### src/rtl/dma_stim_sequencer.sv
// Table-driven stimulus sequencer that replays a run-time loaded step table onto the ADMA control inputs.
// Define DMA_SEQ_LOOP_EN to replay the table LOOP_COUNT times and expose o_loop_cnt.
module dma_stim_sequencer #(
    parameter int ADDR_WIDTH  = 64,
    parameter int DEPTH       = 8,
    parameter int DELAY_WIDTH = 16,
    parameter int RST_CYCLES  = 2,
`ifdef DMA_SEQ_LOOP_EN
    parameter int LOOP_COUNT  = 2,
`endif
    parameter int IDX_W       = $clog2(DEPTH),
    parameter int ENTRY_W     = ADDR_WIDTH + DELAY_WIDTH + 6
) (
    input  logic                  i_clk,
    input  logic                  i_rst_n,
    input  logic                  i_tbl_wr_en,
    input  logic [IDX_W-1:0]      i_tbl_wr_idx,
    input  logic [ENTRY_W-1:0]    i_tbl_wr_data,
    input  logic                  i_start,
    input  logic                  i_abort,
    input  logic                  i_xfer_done,
    output logic                  o_dma_reset,
    output logic                  o_stop,
    output logic                  o_command_reg_write,
    output logic                  o_command_reg_continue,
    output logic                  o_direction,
    output logic [ADDR_WIDTH-1:0] o_starting_address,
    output logic                  o_busy,
    output logic                  o_done,
    output logic [IDX_W-1:0]      o_step_idx
`ifdef DMA_SEQ_LOOP_EN
    ,
    output logic [7:0]            o_loop_cnt
`endif
);

    localparam logic [IDX_W-1:0]       LAST_IDX = IDX_W'(DEPTH - 1);
    localparam logic [DELAY_WIDTH-1:0] RST_LAST = DELAY_WIDTH'(RST_CYCLES - 1);
    localparam int                     F_WR     = ADDR_WIDTH + DELAY_WIDTH;
`ifdef DMA_SEQ_LOOP_EN
    localparam logic [7:0]             LOOP_LAST = 8'(LOOP_COUNT - 1);
`endif

    typedef enum logic [2:0] {
        S_IDLE,
        S_RST_DMA,
        S_LOAD,
        S_HOLD,
        S_WAIT_DN,
        S_NEXT,
        S_FINISH
    } state_t;

    state_t                  r_state, w_state;
    logic [DELAY_WIDTH-1:0]  r_cnt, w_cnt;
    logic [IDX_W-1:0]        r_step_idx, w_step_idx;
    logic                    r_dma_reset, w_dma_reset;
    logic                    r_stop, w_stop;
    logic                    r_wr, w_wr;
    logic                    r_cont, w_cont;
    logic                    r_dir, w_dir;
    logic [ADDR_WIDTH-1:0]   r_addr, w_addr;
`ifdef DMA_SEQ_LOOP_EN
    logic [7:0]              r_loop_cnt, w_loop_cnt;
`endif

    logic [ENTRY_W-1:0]      r_table [DEPTH];
    logic [ENTRY_W-1:0]      w_entry;
    logic [DELAY_WIDTH-1:0]  w_delay;
    logic [DELAY_WIDTH-1:0]  w_hold_init;
    logic                    w_busy;
    logic                    w_last_step;

    assign w_busy  = (r_state != S_IDLE) && (r_state != S_FINISH);
    assign w_entry = r_table[r_step_idx];
    assign w_delay = w_entry[ADDR_WIDTH +: DELAY_WIDTH];
    // HOLD exits on counter==0, so preload delay-1; delay 0 and 1 both give one HOLD cycle.
    assign w_hold_init = (w_delay == '0) ? '0 : w_delay - 1'b1;
    assign w_last_step = w_entry[F_WR + 5] || (r_step_idx == LAST_IDX);

    // Table contents deliberately have no reset and are frozen while a sequence runs.
    always_ff @(posedge i_clk) begin
        if (i_tbl_wr_en && !w_busy) begin
            r_table[i_tbl_wr_idx] <= i_tbl_wr_data;
        end
    end

    always_ff @(posedge i_clk) begin
        if (!i_rst_n) begin
            r_state     <= S_IDLE;
            r_cnt       <= '0;
            r_step_idx  <= '0;
            r_dma_reset <= 1'b1;
            r_stop      <= 1'b0;
            r_wr        <= 1'b0;
            r_cont      <= 1'b0;
            r_dir       <= 1'b1;
            r_addr      <= '0;
`ifdef DMA_SEQ_LOOP_EN
            r_loop_cnt  <= '0;
`endif
        end else begin
            r_state     <= w_state;
            r_cnt       <= w_cnt;
            r_step_idx  <= w_step_idx;
            r_dma_reset <= w_dma_reset;
            r_stop      <= w_stop;
            r_wr        <= w_wr;
            r_cont      <= w_cont;
            r_dir       <= w_dir;
            r_addr      <= w_addr;
`ifdef DMA_SEQ_LOOP_EN
            r_loop_cnt  <= w_loop_cnt;
`endif
        end
    end

    always_comb begin
        w_state     = r_state;
        w_cnt       = r_cnt;
        w_step_idx  = r_step_idx;
        w_dma_reset = r_dma_reset;
        w_stop      = r_stop;
        w_wr        = r_wr;
        w_cont      = r_cont;
        w_dir       = r_dir;
        w_addr      = r_addr;
`ifdef DMA_SEQ_LOOP_EN
        w_loop_cnt  = r_loop_cnt;
`endif
        case (r_state)
            S_IDLE: begin
                if (i_start && !i_abort) begin
                    w_state    = S_RST_DMA;
                    w_cnt      = '0;
                    w_step_idx = '0;
`ifdef DMA_SEQ_LOOP_EN
                    w_loop_cnt = '0;
`endif
                end
            end
            S_RST_DMA: begin
                w_dma_reset = 1'b1;
                if (r_cnt == RST_LAST) begin
                    w_state = S_LOAD;
                end else begin
                    w_cnt = r_cnt + 1'b1;
                end
            end
            S_LOAD: begin
                w_dma_reset = 1'b0;
                w_addr      = w_entry[ADDR_WIDTH-1:0];
                w_wr        = w_entry[F_WR];
                w_cont      = w_entry[F_WR + 1];
                w_dir       = w_entry[F_WR + 2];
                w_stop      = w_entry[F_WR + 3];
                w_cnt       = w_hold_init;
                w_state     = S_HOLD;
            end
            S_HOLD: begin
                if (r_cnt == '0) begin
                    w_state = w_entry[F_WR + 4] ? S_WAIT_DN : S_NEXT;
                end else begin
                    w_cnt = r_cnt - 1'b1;
                end
            end
            S_WAIT_DN: begin
                if (i_xfer_done) begin
                    w_state = S_NEXT;
                end
            end
            S_NEXT: begin
                if (w_last_step) begin
`ifdef DMA_SEQ_LOOP_EN
                    if (r_loop_cnt < LOOP_LAST) begin
                        w_loop_cnt = r_loop_cnt + 8'd1;
                        w_step_idx = '0;
                        w_state    = S_LOAD;
                    end else begin
                        w_state = S_FINISH;
                    end
`else
                    w_state = S_FINISH;
`endif
                end else begin
                    w_step_idx = r_step_idx + 1'b1;
                    w_state    = S_LOAD;
                end
            end
            S_FINISH: begin
                w_state = S_IDLE;
            end
            default: begin
                w_state = S_IDLE;
            end
        endcase

        // Abort overrides every busy state and freezes the step position and address.
        if (i_abort && w_busy) begin
            w_state    = S_FINISH;
            w_stop     = 1'b1;
            w_wr       = 1'b0;
            w_cont     = 1'b0;
            w_dir      = r_dir;
            w_addr     = r_addr;
            w_step_idx = r_step_idx;
`ifdef DMA_SEQ_LOOP_EN
            w_loop_cnt = r_loop_cnt;
`endif
        end
    end

    assign o_dma_reset            = r_dma_reset;
    assign o_stop                 = r_stop;
    assign o_command_reg_write    = r_wr;
    assign o_command_reg_continue = r_cont;
    assign o_direction            = r_dir;
    assign o_starting_address     = r_addr;
    assign o_busy                 = w_busy;
    assign o_done                 = (r_state == S_FINISH);
    assign o_step_idx             = r_step_idx;
`ifdef DMA_SEQ_LOOP_EN
    assign o_loop_cnt             = r_loop_cnt;
`endif

endmodule

### config.mk
export PLATFORM = sky130hd
export DESIGN_NAME = dma_stim_sequencer
export DESIGN_NICKNAME = d
export VERILOG_FILES = /design/src/rtl/dma_stim_sequencer.sv
export SDC_FILE = /design/constraint.sdc
export NUM_CORES = 1
export LEC_CHECK = 0
export BUFFER_PORTS_ARGS = -buffer_cell sky130_fd_sc_hd__buf_2
export CORE_ASPECT_RATIO = 1.75
export CORE_MARGIN = 2
export CORE_UTILIZATION = 40
export CTS_CLUSTER_SIZE = 40
export DETAILED_ROUTE_END_ITERATION = 7
export HOLD_SLACK_MARGIN = 0.12
export PLACE_DENSITY = 0.62
export RECOVER_POWER = 25
export SLEW_MARGIN = 20
export SYNTH_ARGS = -nofsm -noshare
export SYNTH_HDL_FRONTEND = slang
export SYNTH_SLANG_ARGS = --single-unit
### constraint.sdc
create_clock -name i_clk -period 17.7 [get_ports i_clk]
set_input_delay 0.885 -clock i_clk [delete_from_list [all_inputs] [get_ports i_clk]]
set_output_delay 0.885 -clock i_clk [all_outputs]
set_load 0.005 [all_outputs]
Word-level counts from Yosys, hierarchy flattened
Memories as Yosys holds them, arrays and structs flattened. A register that Yosys moved wholly into a read port is not among the register bits.
Index checks and enable logic that the tools add are counted.
Operators by class
  bitwise gates (word level): 2
  reductions and logical operators: 21
  add/sub/neg operators: 4
  mux-type cells: 23
  equal/unequal tests: 20
Operator list (count)
  16-bit 2-to-1 mux: 4
  16-bit one-hot mux with 4 select lines: 1
  16-bit zero test: 2
  16-bit by 1-bit subtractor with 16-bit output (second input constant): 2
  3-bit 2-to-1 mux: 10
  3-bit one-hot mux with 6 select lines: 1
  16-bit by 1-bit adder with 16-bit output (second input constant): 1
  16-bit by 1-bit equality test with 1-bit output (second input constant): 1
  4-bit AND reduction: 4
  3-bit inequality test (second input constant): 5
  2-bit inequality test (second input constant): 7
  3-bit equality test (second input constant): 4
  3-bit by 2-bit equality test with 1-bit output (second input constant): 2
  3-bit one-hot mux with 2 select lines: 1
  2-bit nonzero test: 3
  1-bit 2-to-1 mux: 5
  1-bit logical AND: 4
  4-bit nonzero test: 1
  3-bit by 1-bit adder with 3-bit output (second input constant): 1
  3-bit by 1-bit equality test with 1-bit output (second input constant): 1
  3-bit zero test: 1
  3-bit nonzero test: 1
  1-bit zero test: 2
  1-bit NOT: 2
  4 further kinds: 4
Word-level totals
  word-level logic and storage cells: 81
  RAM bits: 688
  output and inout bits: 74
  register bits after elaboration: 91
  input port bits: 95
  memories kept: 1
Memories
  r_table: depth 8, width 86, read ports 1, clocked after Yosys merged registers in 1, write ports 1, line 67  | logic [ENTRY_W-1:0] r_table [DEPTH];

Longest topological paths before layout
Gate-level depths: netlist of the first run.
  depth in word-level cells: 7
  gate-level depth with buffers: 12

Worst setup path after synthesis of the first run
OpenSTA, ideal clock, no wires.
  path kind: reg-to-reg
  start: register r_state[1]
  end: memory r_table[1][0] (netlist name), enable pin
  path buffers: 1
  stages on the path, launching flop included: 6
  library setup time: 637 ps
  setup slack: 10050 ps
  arrival time: 7013 ps
  cell sequence: dfxtp_1 -> clkbuf_1 -> nor2b_1 -> nor3_1 -> nand3_1 -> nor3_1
On the way
  word-level cells in the longest chain between the ends: 6
RTL lines
  start, declared: line 54  | state_t r_state, w_state;
  start signal, assigned: line 103  | r_state <= w_state;
  3-bit inequality test or 3-bit nonzero test (tied branches): line 74  | assign w_busy = (r_state != S_IDLE) && (r_state != S_FINISH);
  1-bit logical AND (*): line 74
  1-bit zero test (*): line 83  | if (i_tbl_wr_en && !w_busy) begin
  1-bit logical AND (*): line 83
  1-bit 2-to-1 mux (*): line 83
  1-bit 2-to-1 mux (not written as such) (*): line 84  | r_table[i_tbl_wr_idx] <= i_tbl_wr_data;
  end, declared: line 67
Mark *: on every way between the ends. The rest lies on a longest branch, timed or not.

==> results.rst, run 1 <==
.. list-table::
   :header-rows: 1

   * - Metric
     - Value
   * - Outcome
     - finished clean
   * - EDFF count, synth
     - 688
   * - Cell at the root of the clock tree
     - sky130_fd_sc_hd__clkbuf_16
   * - Minimum clock period
     - 4610 ps
   * - Arrival time worst endpoint
     - approximately 5200 ps
   * - Share of the synthesized area in the top cell type
     - 0.682
   * - Latest clock arrival within the worst-skew pair
     - 640 ps
   * - Initial DRC Count
     - 869
   * - Layout Nets
     - between 1500 and 2000
   * - Largest stage delay, worst path
     - roughly 800 ps
   * - Post-synthesis cell count
     - 1561
   * - Max Fclk
     - 0.217 GHz
   * - Highest net fanout along the worst path
     - 49
   * - Core area
     - 0.0751 sq mm
   * - Cell types occupying the most area after synthesis
     - sky130_fd_sc_hd__edfxtp_1, sky130_fd_sc_hd__mux4_2, sky130_fd_sc_hd__dfxtp_1
   * - MaxCap Viol Count
     - 0
   * - Kind of launch point of the worst setup path
     - flop
   * - Yosys top cell by area
     - sky130_fd_sc_hd__edfxtp_1
   * - Top FF cell, synth
     - sky130_fd_sc_hd__edfxtp_1
   * - Height of the die
     - 368 microns
   * - Resize count post-CTS
     - 0
   * - Critical path's slowest cell
     - sky130_fd_sc_hd__buf_4
   * - I/O pin count
     - 169
   * - Type of destination of the critical path
     - flop
   * - Final weighted congestion in routability-driven placement
     - between 0.8 and 0.9
   * - Most common library cell in the layout ignoring fill and taps
     - sky130_fd_sc_hd__edfxtp_1
   * - Post-CTS Hold Fix Bufs
     - 0
   * - CTS sink count
     - about 800
   * - DIE WIDTH
     - 212 microns
   * - Series of cell instances along the critical path
     - buf_4, buf_6, mux4_2, mux2i_1, ha_1, and3_1, a21boi_1, nand2_1, o22ai_1
   * - Netlist Area Pre-Place
     - ~0.03 sq mm
   * - Post-Syn Nets
     - 1664
   * - Via count of the first global-routing pass
     - 16349
   * - Length in cells of the worst reg-to-reg path
     - 9
   * - Total routing resource utilization after global routing
     - 0.183
   * - Vias per cell
     - 5.49
   * - Postcts setup bufs
     - 0
   * - Count of state elements after synthesis
     - 782
   * - Placed Cells incl. Taps
     - about 2700
   * - Post-synthesis to final-layout area growth
     - 14.5%
   * - Final-layout setup total negative slack
     - 0 ps
   * - Internal power of the cells
     - 3240 uW
   * - Post-Route Skew
     - 20.9 ps
   * - Sequential area share after synthesis
     - 0.744
   * - Detailed-placement wirelength estimate
     - 39900 microns
   * - Number of core rows
     - 133
   * - Combinational cell fraction of total power
     - 0.113
   * - Unrepaired setup endpoints after global routing
     - false
   * - Port buffer count
     - 168
   * - Global-route wire length before repair
     - 105000 microns
   * - Fraction of final layout cells sized beyond drive strength 1
     - 0.253
   * - Final routed DRC violation total
     - 0
   * - Setup slack, reg-to-reg
     - 13090 ps
   * - Capture instance of the worst register-to-register path
     - r_cnt[7]$_SDFFE_PN0P_
   * - Die Footprint
     - 0.0780 sq mm
   * - Mean routed wirelength per cell
     - 25.0 microns
   * - CTS tree
     - done
   * - DRT Wirelength
     - 70400 microns
   * - Hold Path End
     - o_starting_address[40]$_SDFFE_PN0P_
   * - Clock input transition at the sequential cells of the worst setup and hold paths
     - 60 ps
   * - Drt pass-1 iters
     - 5
   * - WHS Path Cells
     - 2
   * - Final Hold Vio Count
     - 0
   * - Worst slack at placement
     - 12660 ps
   * - Worst min-delay path startpoint
     - o_starting_address[40]$_SDFFE_PN0P_
   * - CTS H-tree depth
     - 3
   * - Number of buffers created by CTS
     - 72
   * - Net switching power figure
     - 1080 uW
   * - Final-report max-slew violation count
     - 0
   * - Power density of the placed cells
     - 125 mW/mm^2
   * - Remaining global-route overflow
     - 0
   * - Post-detailed-route count of antenna-violating nets
     - 0
   * - Transition at the pin with the smallest max-transition slack
     - ~1100 ps
   * - Final standard cell count with taps included and fillers excluded
     - 2814
   * - WP data required
     - 18240 ps
   * - Portion of total power attributed to sequential cells
     - 0.511
   * - Max transition margin
     - 0.285
   * - Class of the worst hold path
     - reg -> reg
   * - Largest net degree at the start of global routing
     - 60
   * - Yosys warns
     - 0
   * - Most used cells in the layout excluding fill and tap cells
     - sky130_fd_sc_hd__edfxtp_1, sky130_fd_sc_hd__mux4_2, sky130_fd_sc_hd__buf_2
   * - Peak supply drop
     - 0.122 mV
   * - Tcrit/Tclk final
     - 0.261
   * - Class of the most critical setup path
     - reg -> reg
   * - Slack of the critical path
     - roughly 13000 ps
   * - Initial core utilization
     - 0.404
   * - Clock share of power
     - 0.376
   * - Final core utilization
     - 0.462
   * - Average size of a mapped cell
     - 19.4 sq um
   * - Sw Ratio
     - 0.250
   * - Number of fill cells in the layout
     - 6394
   * - Static Leakage
     - 0.0106 uW
   * - Vias
     - 15460
   * - Number of endpoints failing setup at the final stage
     - 0
   * - Buffer depth of the longest clock path
     - 3
   * - Distinct cells, synth
     - 66
   * - Number of antenna violations at the first check in global routing
     - 14
   * - Fraction of synthesis flops using an asynchronous set or reset pin
     - 0
==> worst max path at each step <==
stage	from	to	slack (ps)
finish	flop	r_cnt[7]$_SDFFE_PN0P_	13090
global placement	flop	r_cnt[7]$_SDFFE_PN0P_	12730
floorplan	r_state[1]$_SDFFE_PN0P_	r_table[1][0]$_DFFE_PP_	10050
detailed placement	flop	r_cnt[7]$_SDFFE_PN0P_	12660
CTS	flop	r_cnt[7]$_SDFFE_PN0P_	12600
global route	flop	r_cnt[7]$_SDFFE_PN0P_	12540
==> cell families after synthesis <==
group / count (synthesis) / synth area share
AOI/OAI and AO/OA: 175 / 0.0400
xor gates and xnor gates: 14 / 0.00405
adders and majority gates: 8 / 0.00330
buffers and inverters: 105 / 0.0154
DFF: 782 / 0.744
muxes: 262 / 0.159
and+or+nand+nor: 215 / 0.0342
==> layout make-up <==
type / count / area (sq um) / share of cell area
diodes: 7 / 17.5 / 0.000505
clock buffers: 89 / 1900 / 0.0547
clock inverters: 43 / 567 / 0.0163
inverters: 8 / 32.5 / 0.000938
multi-input cells: 674 / 7340 / 0.212
flip-flops and latches: 782 / 22600 / 0.650
well taps: 1012 / 1270 / 0.0365
repair buffers: 199 / 1000 / 0.0290
==> flip-flops by register name, summed over array words and instances, names as in the netlist, named ones only <==
signal	count
r_table	688
o_direction	1
o_dma_reset	1
o_command_reg_write	1
o_command_reg_continue	1
o_step_idx	3
r_cnt	16
o_starting_address	64
o_stop	1
r_state	3
==> worst max-delay path: cells and delay by family, from the launching register on <==
family | cells | cell delay [ps]
AND/OR/NAND/NOR | 2 | 420
adder cells (fa/ha/maj) | 1 | 260
AO/OA/AOI/OAI | 2 | 1020
multiplexers | 2 | 510
buffers and inverters | 2 | 1450
flip-flops | 1 | 690
==> routing by layer <==
metal	up-vias	part of all wire	wire (microns)	GRT usage
met1	8146	0.40	27800	0.223
li1	6760	-	-	-
met3	112	0.052	3630	0.0327
met5	-	0.00018	13	0
met2	440	0.53	37100	0.325
met4	2	0.026	1840	0.0643
==> power groups by stage <==
stage               sequential (uW)  clock [uW]  combinational, uW
finish                         2210        1630                487
detailed placement             2250           0                493
global placement               2240           0                485
global route                   2220        1730                534
floorplan                      2230           0                310
CTS                            2210        1670                496
==> per-stage QoR <==
stage	total power (uW)	cell area (sq um)	hold slack (ps)
2_1_floorplan	2540	30300	478
3_3_place_gp	2730	32300	482
3_5_place_dp	2740	32300	490
4_1_cts	4370	34700	466
5_1_grt	4490	34700	521
6_report	4320	34700	496
==> synth_stat cells, types with 3 or more instances <==
cell type and n:
sky130_fd_sc_hd__edfxtp_1 688, sky130_fd_sc_hd__mux4_2 172, sky130_fd_sc_hd__nor2_1 101, sky130_fd_sc_hd__dfxtp_1 94
sky130_fd_sc_hd__mux2i_1 81, sky130_fd_sc_hd__a211oi_1 66, sky130_fd_sc_hd__clkbuf_1 62, sky130_fd_sc_hd__nand2_1 34
sky130_fd_sc_hd__a21oi_1 33, sky130_fd_sc_hd__buf_2 26, sky130_fd_sc_hd__nor3_1 22, sky130_fd_sc_hd__o21ai_0 19
sky130_fd_sc_hd__xnor2_1 13, sky130_fd_sc_hd__a31oi_1 12, sky130_fd_sc_hd__nand3_1 9, sky130_fd_sc_hd__ha_1 8
sky130_fd_sc_hd__nor2b_1 8, sky130_fd_sc_hd__nor4_1 8, sky130_fd_sc_hd__inv_1 7, sky130_fd_sc_hd__a311oi_1 6
sky130_fd_sc_hd__a221oi_1 5, sky130_fd_sc_hd__mux2i_2 5, sky130_fd_sc_hd__a22oi_1 4, sky130_fd_sc_hd__and4_1 4
sky130_fd_sc_hd__buf_6 4, sky130_fd_sc_hd__a21boi_0 3, sky130_fd_sc_hd__a22o_1 3, sky130_fd_sc_hd__and3_1 3
sky130_fd_sc_hd__buf_4 3, sky130_fd_sc_hd__mux2_2 3, sky130_fd_sc_hd__nand2b_1 3, sky130_fd_sc_hd__nand4_1 3
sky130_fd_sc_hd__o22ai_1 3, sky130_fd_sc_hd__or3_1 3
No activity file was read; power rests on OpenSTA's default activity.
==> run 2, diff against run 1 <==
Settings changed: PLACE_DENSITY 0.62 to 0.64.
Clock period 17.7 ns to 3.86 ns, I/O delays scaled along.
==> run 2 against run 1 <==
  * Design area increased by 3.2%
  * Combinational power increased to 4.9 times the previous value
  * Final cell count increased by 3.5%
  * Sequential share of layout area decreased by 2.0 points
  * Die area unchanged
  * Worst hold slack got worse by 330 ps
  * Sequential power increased to 4.6 times the previous value
  * Largest cell class unchanged
  * Largest power group unchanged
==> results.rst, run 2 (synthesized netlist as in run 1, its figures left out) <==
.. list-table::
   :header-rows: 1

   * - Metric
     - Value
   * - Outcome
     - finished clean (unchanged)
   * - Arrival time worst endpoint
     - 3870 ps (was 5150 ps)
   * - Vias per cell
     - 5.38 (was 5.49)
   * - CTS H-tree depth
     - 3 (unchanged)
   * - Detailed route wirelength on metal3
     - 3410 microns (was 3630 microns)
   * - Buffer depth of the longest clock path
     - 3 (unchanged)
   * - Static Leakage
     - 0.0111 uW (was 0.0106 uW)
   * - Transition at the pin with the smallest max-transition slack
     - 923 ps (was 1070 ps)
   * - Global-route wire length before repair
     - 105000 microns (about the same)
   * - Post-Route Skew
     - 25.6 ps (was 20.9 ps)
   * - Layout Nets
     - 1942 (was 1840)
   * - Kind of launch point of the worst setup path
     - flop (unchanged)
   * - Number of fill cells in the layout
     - 6261 (was 6394)
   * - Final Hold Vio Count
     - 0 (unchanged)
   * - Max transition margin
     - 0.384 (was 0.285)
   * - Highest net fanout along the worst path
     - 55 (was 49)
   * - Initial core utilization
     - 0.404 (unchanged)
   * - Unrepaired setup endpoints after global routing
     - false (unchanged)
   * - Fraction of final layout cells sized beyond drive strength 1
     - 0.251 (was 0.253)
   * - Largest net degree at the start of global routing
     - 131 (was 60)
   * - CTS sink count
     - 782 (unchanged)
   * - Mean routed wirelength per cell
     - 23.6 microns (was 25.0 microns)
   * - Number of buffers created by CTS
     - 72 (unchanged)
   * - Core area
     - 0.0751 sq mm (unchanged)
   * - Cell at the root of the clock tree
     - sky130_fd_sc_hd__clkbuf_16 (unchanged)
   * - Type of destination of the critical path
     - flop (unchanged)
   * - Number of antenna violations at the first check in global routing
     - 10 (was 14)
   * - Largest stage delay, worst path
     - 720 ps (was 800 ps)
   * - Final weighted congestion in routability-driven placement
     - 0.827 (was 0.857)
   * - Met2 wirelength from detailed routing
     - 36900 microns (was 37100 microns)
   * - Final standard cell count with taps included and fillers excluded
     - 2912 (was 2814)
   * - Port buffer count
     - 168 (unchanged)
   * - Final-layout setup total negative slack
     - 0 ps (unchanged)
   * - Die Footprint
     - 0.0780 sq mm (unchanged)
   * - Most used cells in the layout excluding fill and tap cells
     - sky130_fd_sc_hd__edfxtp_1, sky130_fd_sc_hd__mux4_2, sky130_fd_sc_hd__buf_2 (unchanged)
   * - Tcrit/Tclk final
     - 0.870 (was 0.261)
   * - Remaining global-route overflow
     - 0 (unchanged)
   * - DIE WIDTH
     - 212 microns (unchanged)
   * - MaxCap Viol Count
     - 0 (unchanged)
   * - Sw Ratio
     - 0.249 (was 0.250)
   * - WP data required
     - 4380 ps (was 18240 ps)
   * - Vias
     - 15659 (was 15460)
   * - Total routing resource utilization after global routing
     - 0.181 (was 0.183)
   * - Top cell by count, worst path
     - sky130_fd_sc_hd__a31oi_1
   * - Post-place instance area
     - 0.0325 sq mm (was 0.0323 sq mm)
   * - Via count of the first global-routing pass
     - 16653 (was 16349)
   * - Latest clock arrival within the worst-skew pair
     - 650 ps (was 640 ps)
   * - Drt pass-1 iters
     - 6 (was 5)
   * - DRT Wirelength
     - 68800 microns (was 70400 microns)
   * - Internal power of the cells
     - 14900 uW (was 3240 uW)
   * - Most common library cell in the layout ignoring fill and taps
     - sky130_fd_sc_hd__edfxtp_1 (unchanged)
   * - Peak supply drop
     - 0.462 mV (was 0.122 mV)
   * - Initial DRC Count
     - 1328 (was 869)
   * - Critical path's slowest cell
     - sky130_fd_sc_hd__buf_4 (unchanged)
   * - Power density of the placed cells
     - 554 mW/mm^2 (was 125 mW/mm^2)
   * - Final-report max-slew violation count
     - 0 (unchanged)
   * - Total area of multi-input combinational cells
     - 0.00736 sq mm (was 0.00734 sq mm)
   * - Metal1 wirelength
     - 26900 microns (was 27800 microns)
   * - Final routed DRC violation total
     - 0 (unchanged)
   * - Class of the worst hold path
     - in -> reg (was reg -> reg)
   * - Clock input transition at the sequential cells of the worst setup and hold paths
     - 60 ps (about the same)
   * - Resize count post-CTS
     - 0 (unchanged)
   * - Series of cell instances along the critical path
     - buf_4, mux4_2, a211o_1, a31oi_1, a21oi_1, o21ai_0, a31oi_1, dlygate4sd3_1 (was buf_4, buf_6, mux4_2, mux2i_1, ha_1, and3_1, a21boi_1, nand2_1, o22ai_1)
   * - Minimum clock period
     - 3360 ps (was 4610 ps)
   * - Biggest register
     - r_table (unchanged)
   * - Placed Cells incl. Taps
     - 2687 (was 2675)
   * - CTS tree
     - done (unchanged)
   * - Number of core rows
     - 133 (unchanged)
   * - Max Fclk
     - 0.298 GHz (was 0.217 GHz)
   * - Portion of total power attributed to sequential cells
     - 0.509 (was 0.511)
   * - Max reg flops
     - 688 (unchanged)
   * - Class of the most critical setup path
     - reg -> reg (unchanged)
   * - Post-detailed-route count of antenna-violating nets
     - 0 (unchanged)
   * - Detailed-placement wirelength estimate
     - 41100 microns (was 39900 microns)
   * - Net switching power figure
     - 4930 uW (was 1080 uW)
   * - Highest layer used for signal routing
     - met5 (unchanged)
   * - Number of endpoints failing setup at the final stage
     - 0 (unchanged)
   * - FF/Latch Area
     - 0.0226 sq mm (unchanged)
   * - Final design area excluding fillers
     - 0.0358 sq mm (was 0.0347 sq mm)
   * - Post-synthesis to final-layout area growth
     - 18.2% (was 14.5%)
   * - Height of the die
     - 368 microns (unchanged)
   * - Combinational cell fraction of total power
     - 0.120 (was 0.113)
   * - I/O pin count
     - 169 (unchanged)
   * - Clock share of power
     - 0.371 (was 0.376)
==> run 2: cell count changes in the layout (fill, tap and decap cells not counted), moves of 3 or more <==
cell,before,now
sky130_fd_sc_hd__inv_6,4,1
sky130_fd_sc_hd__buf_4,30,34
sky130_fd_sc_hd__clkinvlp_4,3,7
sky130_fd_sc_hd__buf_2,110,116
sky130_fd_sc_hd__clkbuf_1,72,66
sky130_fd_sc_hd__diode_2,7,2
sky130_fd_sc_hd__dlygate4sd3_1,0,90
sky130_fd_sc_hd__buf_12,0,9
==> run 2: final timing paths <==
path	start	end	slack, ps	depth (start not counted)
max	flop	r_state[2]$_SDFFE_PN0P_	500	8
min	i_start	flop	160	6
max reg2reg	flop	r_state[2]$_SDFFE_PN0P_	500	8
min reg2reg	o_step_idx[2]$_SDFFE_PN0P_	flop	500	2
==> run 2: layout make-up <==
class	count	area share
Multi-Input combinational cell	674	0.206
Clock buffer	91	0.0541
Sequential cell	782	0.630
Timing Repair Buffer	301	0.0590
Antenna cell	2	0.000140
Inverter	8	0.000909
Clock inverter	42	0.0147
Tap cell	1012	0.0354
==> run 2: timing repair <==
action / 4_1_cts / 5_1_grt
hold buffers: 90 / 0
buffers inserted: 0 / 0
hold endpoints to repair: 699 / 0
==> run 2: layer usage <==
metal  vias up  global-route usage
li1       6977                   -
met1      8127               0.216
met2       430               0.328
met3       117              0.0375
met4         8              0.0523
met5         -                   0
==> run 2: metrics by stage <==
step	power (uW)	hold WS (ps)	util	setup slack, ps
2_1_floorplan	11600	292	-	-123
3_3_place_gp	12500	453	0.433	424
3_5_place_dp	12600	466	0.433	372
4_1_cts	20000	136	0.478	318
5_1_grt	20600	232	0.477	243
6_report	19800	161	0.477	503
==> run 2: power groups by stage <==
stage / Combinational [uW] / Clock [uW] / Sequential, uW
floorplan: 1430 / 0 / 10200
global placement: 2250 / 0 / 10200
detailed placement: 2300 / 0 / 10300
CTS: 2400 / 7510 / 10100
global route: 2610 / 7820 / 10100
finish: 2380 / 7350 / 10100
==> run 2: worst max-delay path, delay by kind of cell, from the launching register on <==
family	cells	cell delay [ps]
compound gates	5	840
buf+inv	2	1310
flops	1	630
mux	1	410
